<file path="src/rtl/tinuc_alu_if.sv">
// ============================================================================
//  Module      : tinuc_alu_if
//  Description : Operand/result bundle between the TINUC execute-stage
//                operand muxes and the ALU.
//  Revision    : 1.0 - initial release
// ============================================================================
`default_nettype none

interface tinuc_alu_if;
   logic [31:0] src_a;
   logic [31:0] src_b;
   logic [4:0]  alu_control;
   logic [31:0] alu_result;
   logic        zero;
   logic        negative;
   logic        carry;
   logic        overflow;

   // The datapath drives operands and consumes results
   modport master (
      output src_a, src_b, alu_control,
      input  alu_result, zero, negative, carry, overflow
   );

   // The ALU consumes operands and drives results
   modport slave (
      input  src_a, src_b, alu_control,
      output alu_result, zero, negative, carry, overflow
   );
endinterface

`default_nettype wire

</file>
<file path="src/rtl/tinuc_alu.sv">
// ============================================================================
//  Module      : tinuc_alu
//  Description : 32-bit RV32I-style integer ALU (add/sub, shifts, signed and
//                unsigned compare, bitwise logic) with zero/negative/carry/
//                overflow flags. Combinational by default; define
//                ALU_REG_OUT_EN to register all outputs (1-cycle latency,
//                synchronous active-high reset clears them).
//  Revision    : 1.0 - initial release
// ============================================================================
`default_nettype none

module tinuc_alu (
   input  wire logic     clk,
   input  wire logic     rst,
   tinuc_alu_if.slave    bus
);

   localparam logic [4:0] c_op_add  = 5'b00000;
   localparam logic [4:0] c_op_sub  = 5'b00001;
   localparam logic [4:0] c_op_sll  = 5'b00010;
   localparam logic [4:0] c_op_slt  = 5'b00011;
   localparam logic [4:0] c_op_sltu = 5'b00100;
   localparam logic [4:0] c_op_xor  = 5'b00101;
   localparam logic [4:0] c_op_srl  = 5'b00110;
   localparam logic [4:0] c_op_sra  = 5'b00111;
   localparam logic [4:0] c_op_or   = 5'b01000;
   localparam logic [4:0] c_op_and  = 5'b01001;

   logic        w_sub;
   logic [31:0] w_b_mod;
   logic [32:0] w_sum;
   logic        w_add_ovf;
   logic [4:0]  w_shamt;
   logic [31:0] w_result;
   logic        w_zero;
   logic        w_negative;
   logic        w_carry;
   logic        w_overflow;

   // SLT/SLTU reuse the subtractor, so they also invert B
   assign w_sub = (bus.alu_control == c_op_sub) ||
                  (bus.alu_control == c_op_slt) ||
                  (bus.alu_control == c_op_sltu);

   // Single shared 33-bit adder: a + (b ^ {32{sub}}) + sub
   assign w_b_mod   = bus.src_b ^ {32{w_sub}};
   assign w_sum     = {1'b0, bus.src_a} + {1'b0, w_b_mod} + {32'd0, w_sub};
   assign w_add_ovf = (bus.src_a[31] == w_b_mod[31]) && (w_sum[31] != bus.src_a[31]);
   assign w_shamt   = bus.src_b[4:0];

   // Result select and op-dependent carry/overflow; reserved codes yield zero
   always_comb begin
      w_result   = 32'd0;
      w_carry    = 1'b0;
      w_overflow = 1'b0;
      case (bus.alu_control)
         c_op_add, c_op_sub: begin
            w_result   = w_sum[31:0];
            w_carry    = w_sum[32];
            w_overflow = w_add_ovf;
         end
         c_op_sll:  w_result = bus.src_a << w_shamt;
         c_op_slt:  w_result = {31'd0, w_sum[31] ^ w_add_ovf};
         c_op_sltu: w_result = {31'd0, ~w_sum[32]};
         c_op_xor:  w_result = bus.src_a ^ bus.src_b;
         c_op_srl:  w_result = bus.src_a >> w_shamt;
         c_op_sra:  w_result = $signed(bus.src_a) >>> w_shamt;
         c_op_or:   w_result = bus.src_a | bus.src_b;
         c_op_and:  w_result = bus.src_a & bus.src_b;
         default:   w_result = 32'd0;
      endcase
   end

   assign w_zero     = (w_result == 32'd0);
   assign w_negative = w_result[31];

`ifdef ALU_REG_OUT_EN
   logic [31:0] r_result;
   logic        r_zero;
   logic        r_negative;
   logic        r_carry;
   logic        r_overflow;

   // Output stage: reset forces every output low, including zero
   always_ff @(posedge clk) begin
      if (rst) begin
         r_result   <= 32'd0;
         r_zero     <= 1'b0;
         r_negative <= 1'b0;
         r_carry    <= 1'b0;
         r_overflow <= 1'b0;
      end else begin
         r_result   <= w_result;
         r_zero     <= w_zero;
         r_negative <= w_negative;
         r_carry    <= w_carry;
         r_overflow <= w_overflow;
      end
   end

   assign bus.alu_result = r_result;
   assign bus.zero       = r_zero;
   assign bus.negative   = r_negative;
   assign bus.carry      = r_carry;
   assign bus.overflow   = r_overflow;
`else
   // Clock and reset remain on the port list but do not touch this path
   logic w_unused_clk_rst;
   assign w_unused_clk_rst = clk ^ rst;

   assign bus.alu_result = w_result;
   assign bus.zero       = w_zero;
   assign bus.negative   = w_negative;
   assign bus.carry      = w_carry;
   assign bus.overflow   = w_overflow;
`endif

endmodule

`default_nettype wire

</file>
<file path="src/flat_wrapper.sv">
// flat-port wrapper written by rule: the top's interface ports become plain ports
module tinuc_alu_flat 
  (clk, rst, bus_src_a, bus_src_b, bus_alu_control, bus_alu_result, bus_zero, bus_negative, bus_carry, bus_overflow);
  tinuc_alu_if bus_i ();
  input  wire logic clk;
  input  wire logic rst;
  input wire logic [$bits(bus_i.src_a)-1:0] bus_src_a;
  input wire logic [$bits(bus_i.src_b)-1:0] bus_src_b;
  input wire logic [$bits(bus_i.alu_control)-1:0] bus_alu_control;
  output wire logic [$bits(bus_i.alu_result)-1:0] bus_alu_result;
  output wire logic [$bits(bus_i.zero)-1:0] bus_zero;
  output wire logic [$bits(bus_i.negative)-1:0] bus_negative;
  output wire logic [$bits(bus_i.carry)-1:0] bus_carry;
  output wire logic [$bits(bus_i.overflow)-1:0] bus_overflow;
  assign bus_i.src_a = bus_src_a;
  assign bus_i.src_b = bus_src_b;
  assign bus_i.alu_control = bus_alu_control;
  assign bus_alu_result = bus_i.alu_result;
  assign bus_zero = bus_i.zero;
  assign bus_negative = bus_i.negative;
  assign bus_carry = bus_i.carry;
  assign bus_overflow = bus_i.overflow;
  tinuc_alu u_core (.clk(clk), .rst(rst), .bus(bus_i));
endmodule
</file>
<file path="config.mk">
export PLATFORM = sky130hd
export DESIGN_NAME = tinuc_alu_flat
export DESIGN_NICKNAME = d
export VERILOG_FILES = /design/src/rtl/tinuc_alu_if.sv /design/src/rtl/tinuc_alu.sv /design/src/flat_wrapper.sv
export SDC_FILE = /design/constraint.sdc
export NUM_CORES = 1
export LEC_CHECK = 0
export CAP_MARGIN = 30
export CORE_UTILIZATION = 35
export DETAILED_ROUTE_END_ITERATION = 8
export GPL_TIMING_DRIVEN = 0
export SLEW_MARGIN = 40
export SYNTH_ARGS = -nofsm -noshare
export SYNTH_HDL_FRONTEND = slang
export SYNTH_SLANG_ARGS = --single-unit
</file>
<file path="constraint.sdc">
create_clock -name vclk -period 9.4
set_input_delay 0.94 -clock vclk [all_inputs]
set_output_delay 0.94 -clock vclk [all_outputs]
set_load 0.03 [all_outputs]
</file>
==> metrics.txt <==
layout cells sized above 1=roughly 7.7%; ant diodes=0; DR pass1 iterations=8; Final Hold Fails=0; GPL Wtd Cong=1.04; Storage cell area=0 um2; pwr dens=around 68 nW/um2; Final Cycle Share=~98%; Cells after Synth=1219; FFs & Latches=0; distinct cell type count of the synthesized netlist=85; first-pass GRT wire length=74500 um; FP Rows=56; routed vias/inst=about 6.7; Max-Slew Margin vs Limit=38.6%; leakage power=4.17 nW; Setup crit end kind=output port; via count=10950; # clk buffers=0; Net Sw Power=~430 uW; Pint=233 uW; syn_area_per_cell=6.89 um2; Die W=157 um; largest net degree at the start of global routing=20; DP Cell Count=1640; Setup CP Type=in -> out; core area=23500 um2; worst hold margin=3.24 ns; Top Metal Used=met5; Mapped Area=between 8000 and 9000 um2; Max IR drop VDD=0.0371 mV; hold_buf cts=0; met2 WL=~23000 um; run status=finished clean; clock share of power=0%; Final Routed Wirelength=52000 um; largest area contributor in the netlist=ha_1; Highest Clock Rate=approximately 110 MHz; CP max FO=19; vias in the first global route=approximately 10000; 1st-iter DRT viols=1220; RSZ-0062 raised after global routing=no; met3 WL=5010 um; ANT nets after route=0; syn nets=1388; Metal-1 WL=approximately 22000 um; Flop pwr share=0%; Synth top area share=between 10% and 20%; synth top area cells=ha_1 (14%), mux2i_1 (8.6%), mux4_2 (6.2%), nand2_1 (5.8%), o21ai_0 (4.5%); fin util=about two fifths; data required time of the worst path=8.46 ns; DR WL/cell=31.8 um; Slew Limit Fails=0; P&R area growth vs syn=17.0%; Least-Margin Pin Slew=between 0.9 and 1 ns; DIE AREA=24600 um2; Setup TNS=0 ns; Commonest cells post-synth=nand2_1 (130), nor2_1 (99), ha_1 (97), o21ai_0 (75), a21oi_1 (74); antenna violations before repair=1; Total Routing Usage GR=~42%; Sw Share=64.9%; Starting Density=35.7%; chip height=approximately 160 um; post-DP HPWL=42200 um; GRT overflow=0; num ports=107; combinational power share=100.0%; start point of the worst min-delay path=bus_alu_control[2]; most frequent cell after synthesis=nand2_1; Non-Filler Instances=1637; Worst Setup Start Kind=input port; CP startpoint=bus_src_b[3]; Max Cap Viol=0; endpoints failing setup=0; total power=665 uW; drt drc=0; sequential share of the synthesized area=0%; Syn. warnings=0; post-route minimum period=9.25 ns; Worst EP arrival=8.31 ns; PortBufs=between 100 and 150; nets=between 1000 and 1500; Min-Delay Path Class=in -> out
## worst max-delay path, cell delays in order
cell and delay [ns]:
clkdlybuf4s50_1 0.58, buf_2 0.60, buf_2 0.58, clkbuf_2 0.41, buf_1 0.60, xnor2_1 0.17
ha_1 0.39, and3_1 0.23, nand2_1 0.10, nor4_1 0.58, nor3_1 0.22, nor2_1 0.18
xor2_1 0.09, a211o_1 0.33, or4b_1 0.48, or4_1 0.49, nor4_1 0.40, and3b_1 0.21
clkdlybuf4s50_1 0.66
## what timing repair did
action	CTS	global route
setup buffers	0	0
gates resized for setup	1	2
endpoints found under the setup margin	1	1
## placed cells by master, fill, tap and decap left out, types with 6 or more instances in the layout
cell type,n
mux2_2,21
xnor2_1,42
o21ai_0,74
o31ai_1,7
a221oi_1,14
o221ai_1,10
buf_1,9
mux2i_1,72
clkbuf_1,50
a21oi_1,74
nor2b_1,12
a211oi_1,20
nand4_1,13
and3_1,13
buf_2,20
a21o_1,15
nor2_1,99
o21ai_1,6
a221o_1,6
a211o_1,12
mux4_2,23
ha_1,97
o211ai_1,17
inv_1,71
xor2_1,8
clkdlybuf4s50_1,102
a31oi_1,17
nor4_1,12
nor3_1,37
o21a_1,7
a22oi_1,20
o2111ai_1,6
o22ai_1,17
and2_1,10
nand2_1,130
nand2b_1,10
nand3_1,32
## final cells by class
cell class,count,area [um2]
well taps,319,399
repair buffers,102,1020
fillers,2604,13700
plain buffers,93,435
inverters,75,282
multi-input cells,1048,7700
## power groups by stage
stage	Sequential, mW	Combinational, mW	Clock (mW)
after CTS	0	0.642	0
final	0	0.665	0
after floorplan	0	0.390	0
after detailed placement	0	0.640	0
after global placement	0	0.641	0
after global routing	0	0.701	0
## per-stage QoR
stage / instance area [um2] / setup WS, ns
after floorplan: 8400 / 2.57
after global placement: 9820 / -1.20
after detailed placement: 9840 / -0.781
after CTS: 9840 / 0.0299
after global routing: 9840 / 0.0298
final: 9840 / 0.146
## worst paths after layout
check  slack (ns)  cells after the start                 to
max          0.15                     19           bus_zero
min          3.24                      4  bus_alu_result[0]
## kinds of logic (layout without fill, tap and decap cells)
| group | after synthesis | after routing | synth area share, % |
|---|---|---|---|
| AOI/OAI and AO/OA | 373 | 373 | 30.0 |
| adders and majority gates | 98 | 98 | 14.7 |
| buffers and inverters | 171 | 270 | 8.58 |
| muxes | 122 | 122 | 18.6 |
| and+or+nand+nor | 405 | 405 | 22.9 |
| xor gates and xnor gates | 50 | 50 | 5.21 |
## per-layer routing
layer	track usage (%)	vias to the layer above
li1	-	4757
met1	56.5	5302
met2	66.7	742
met3	7.02	147
met4	19.1	2
met5	0	-
No activity file was read; power rests on OpenSTA's default activity.
==> RTL edit (same settings) <==
Remove the case item `c_op_sll` of the case on `bus.alu_control`.
--- a/src/rtl/tinuc_alu.sv
+++ b/src/rtl/tinuc_alu.sv
@@ -59,7 +59,6 @@
             w_carry    = w_sum[32];
             w_overflow = w_add_ovf;
          end
-         c_op_sll:  w_result = bus.src_a << w_shamt;
          c_op_slt:  w_result = {31'd0, w_sum[31] ^ w_add_ovf};
          c_op_sltu: w_result = {31'd0, ~w_sum[32]};
          c_op_xor:  w_result = bus.src_a ^ bus.src_b;
Formal check against the unedited RTL: not equivalent (Yosys sat finds a counterexample).
==> RTL edit against the original RTL <==
- synthesized cell count is 24% lower
- area after synthesis is 24% lower
- design area is 21% lower
- worst setup slack better by 0.28 ns
- routed wire length is 40% lower
- via count is 27% lower
==> RTL edit: results (changes against the original RTL) <==
- Outcome: completed
- Buffer share of cell area: 17.03% (+2.2 points)
- Distinct cells, synth: 78 (-8.2%)
- Fillcell total: 1918 (-26%)
- Synth Area in Compound Gates: 29.82% (-0.21 points)
- Final Cell Area: 7811 um2 (-21%)
- Met3 routed WL: 2887 um (-42%)
- Crit path arrival time: 8.03 ns (-0.28 ns)
- Post_cts resized: 0 (-1)
- Initial antenna violation count: 0 (-1)
- #MultiIn Comb: 785 (-25%)
- Routing usage on met3: 3.937% (-3.1 points)
- Gr usage total: 32.42% (-10 points)
- Aggregate routed wire length: 31030 um (-40%)
- GRT met1 Usage: 45.97% (-10 points)
- Layout cells sized above 1: 5.453% (-2.3 points)
- Diodes inserted: 1 (+1)
- Area contributors post-synth: ha_1 (19%), mux4_2 (6.7%), xnor2_1 (5.9%)
- Syn Nets: 1092 (-21%)
- Hold depth: 4 (unchanged)
- Crit path max fanout: 10 (-9)
- Post-Synth Adder-Cell Area: 19.39% (+4.7 points)
- Vias in the first global route: 7297 (-29%)
- Relative slew slack: 36.38% (-2.2 points)
- Crit path launch: bus_src_b[2]
- Synth cell count leaders: ha_1 (98), nand2_1 (91), inv_1 (71)
- Via count: 8004 (-27%)
- Fraction of area in multi-input gates: 75.67% (-2.6 points)
- Wire length on met1: 13630 um (-37%)
- Hold Path End: bus_overflow
- Hold Startpoint: bus_src_a[31]
- WL met2: 13460 um (-41%)
- Post-DR wirelength/cell: 24.69 um (-22%)
- Pre-antenna DRT Iters: 7 (-1)
- Non-clk bufs: 167 (-14%)
- Worst path max stage delay: 0.75 ns (+0.09 ns)
- Top Layer Used: met4
- Seq cells: 0 (unchanged)
- Core area: 17960 um2 (-24%)
- Routability cong.: 1.002 (-4.1%)
- M2 GR Usage: 50.36% (-16 points)
- Final period util: 95.42% (-3.0 points)
- Multiplexer share of the synthesized area: 13.70% (-4.9 points)
-- RTL edit: cell count changes in the layout (fill, tap and decap cells not counted), sizes merged, moves of 11 or more --
| cell | unedited run | this run |
|---|---|---|
| mux2i | 75 | 31 |
| o21ai | 81 | 65 |
| nor3 | 37 | 23 |
| o22ai | 17 | 3 |
| buf | 39 | 19 |
| nor2 | 100 | 65 |
| clkbuf | 54 | 43 |
| nand2 | 130 | 91 |
| mux2 | 24 | 12 |
-- RTL edit: kinds of logic after synthesis --
logic type	after synthesis
buffers and inverters	137
adder cells (fa/ha/maj)	99
AO/OA/AOI/OAI	289
multiplexers	62
AND/OR/NAND/NOR	282
XOR/XNOR	53
-- RTL edit: metrics by stage --
stage	setup slack, ns	hold WS [ns]	std cells
detailed placement	0.6961	3.325	1256
global placement	0.5713	3.349	1256
global route	0.3529	3.383	1256
finish	0.4304	3.332	1257
floorplan	3.272	2.230	922
CTS	0.6569	3.331	1256
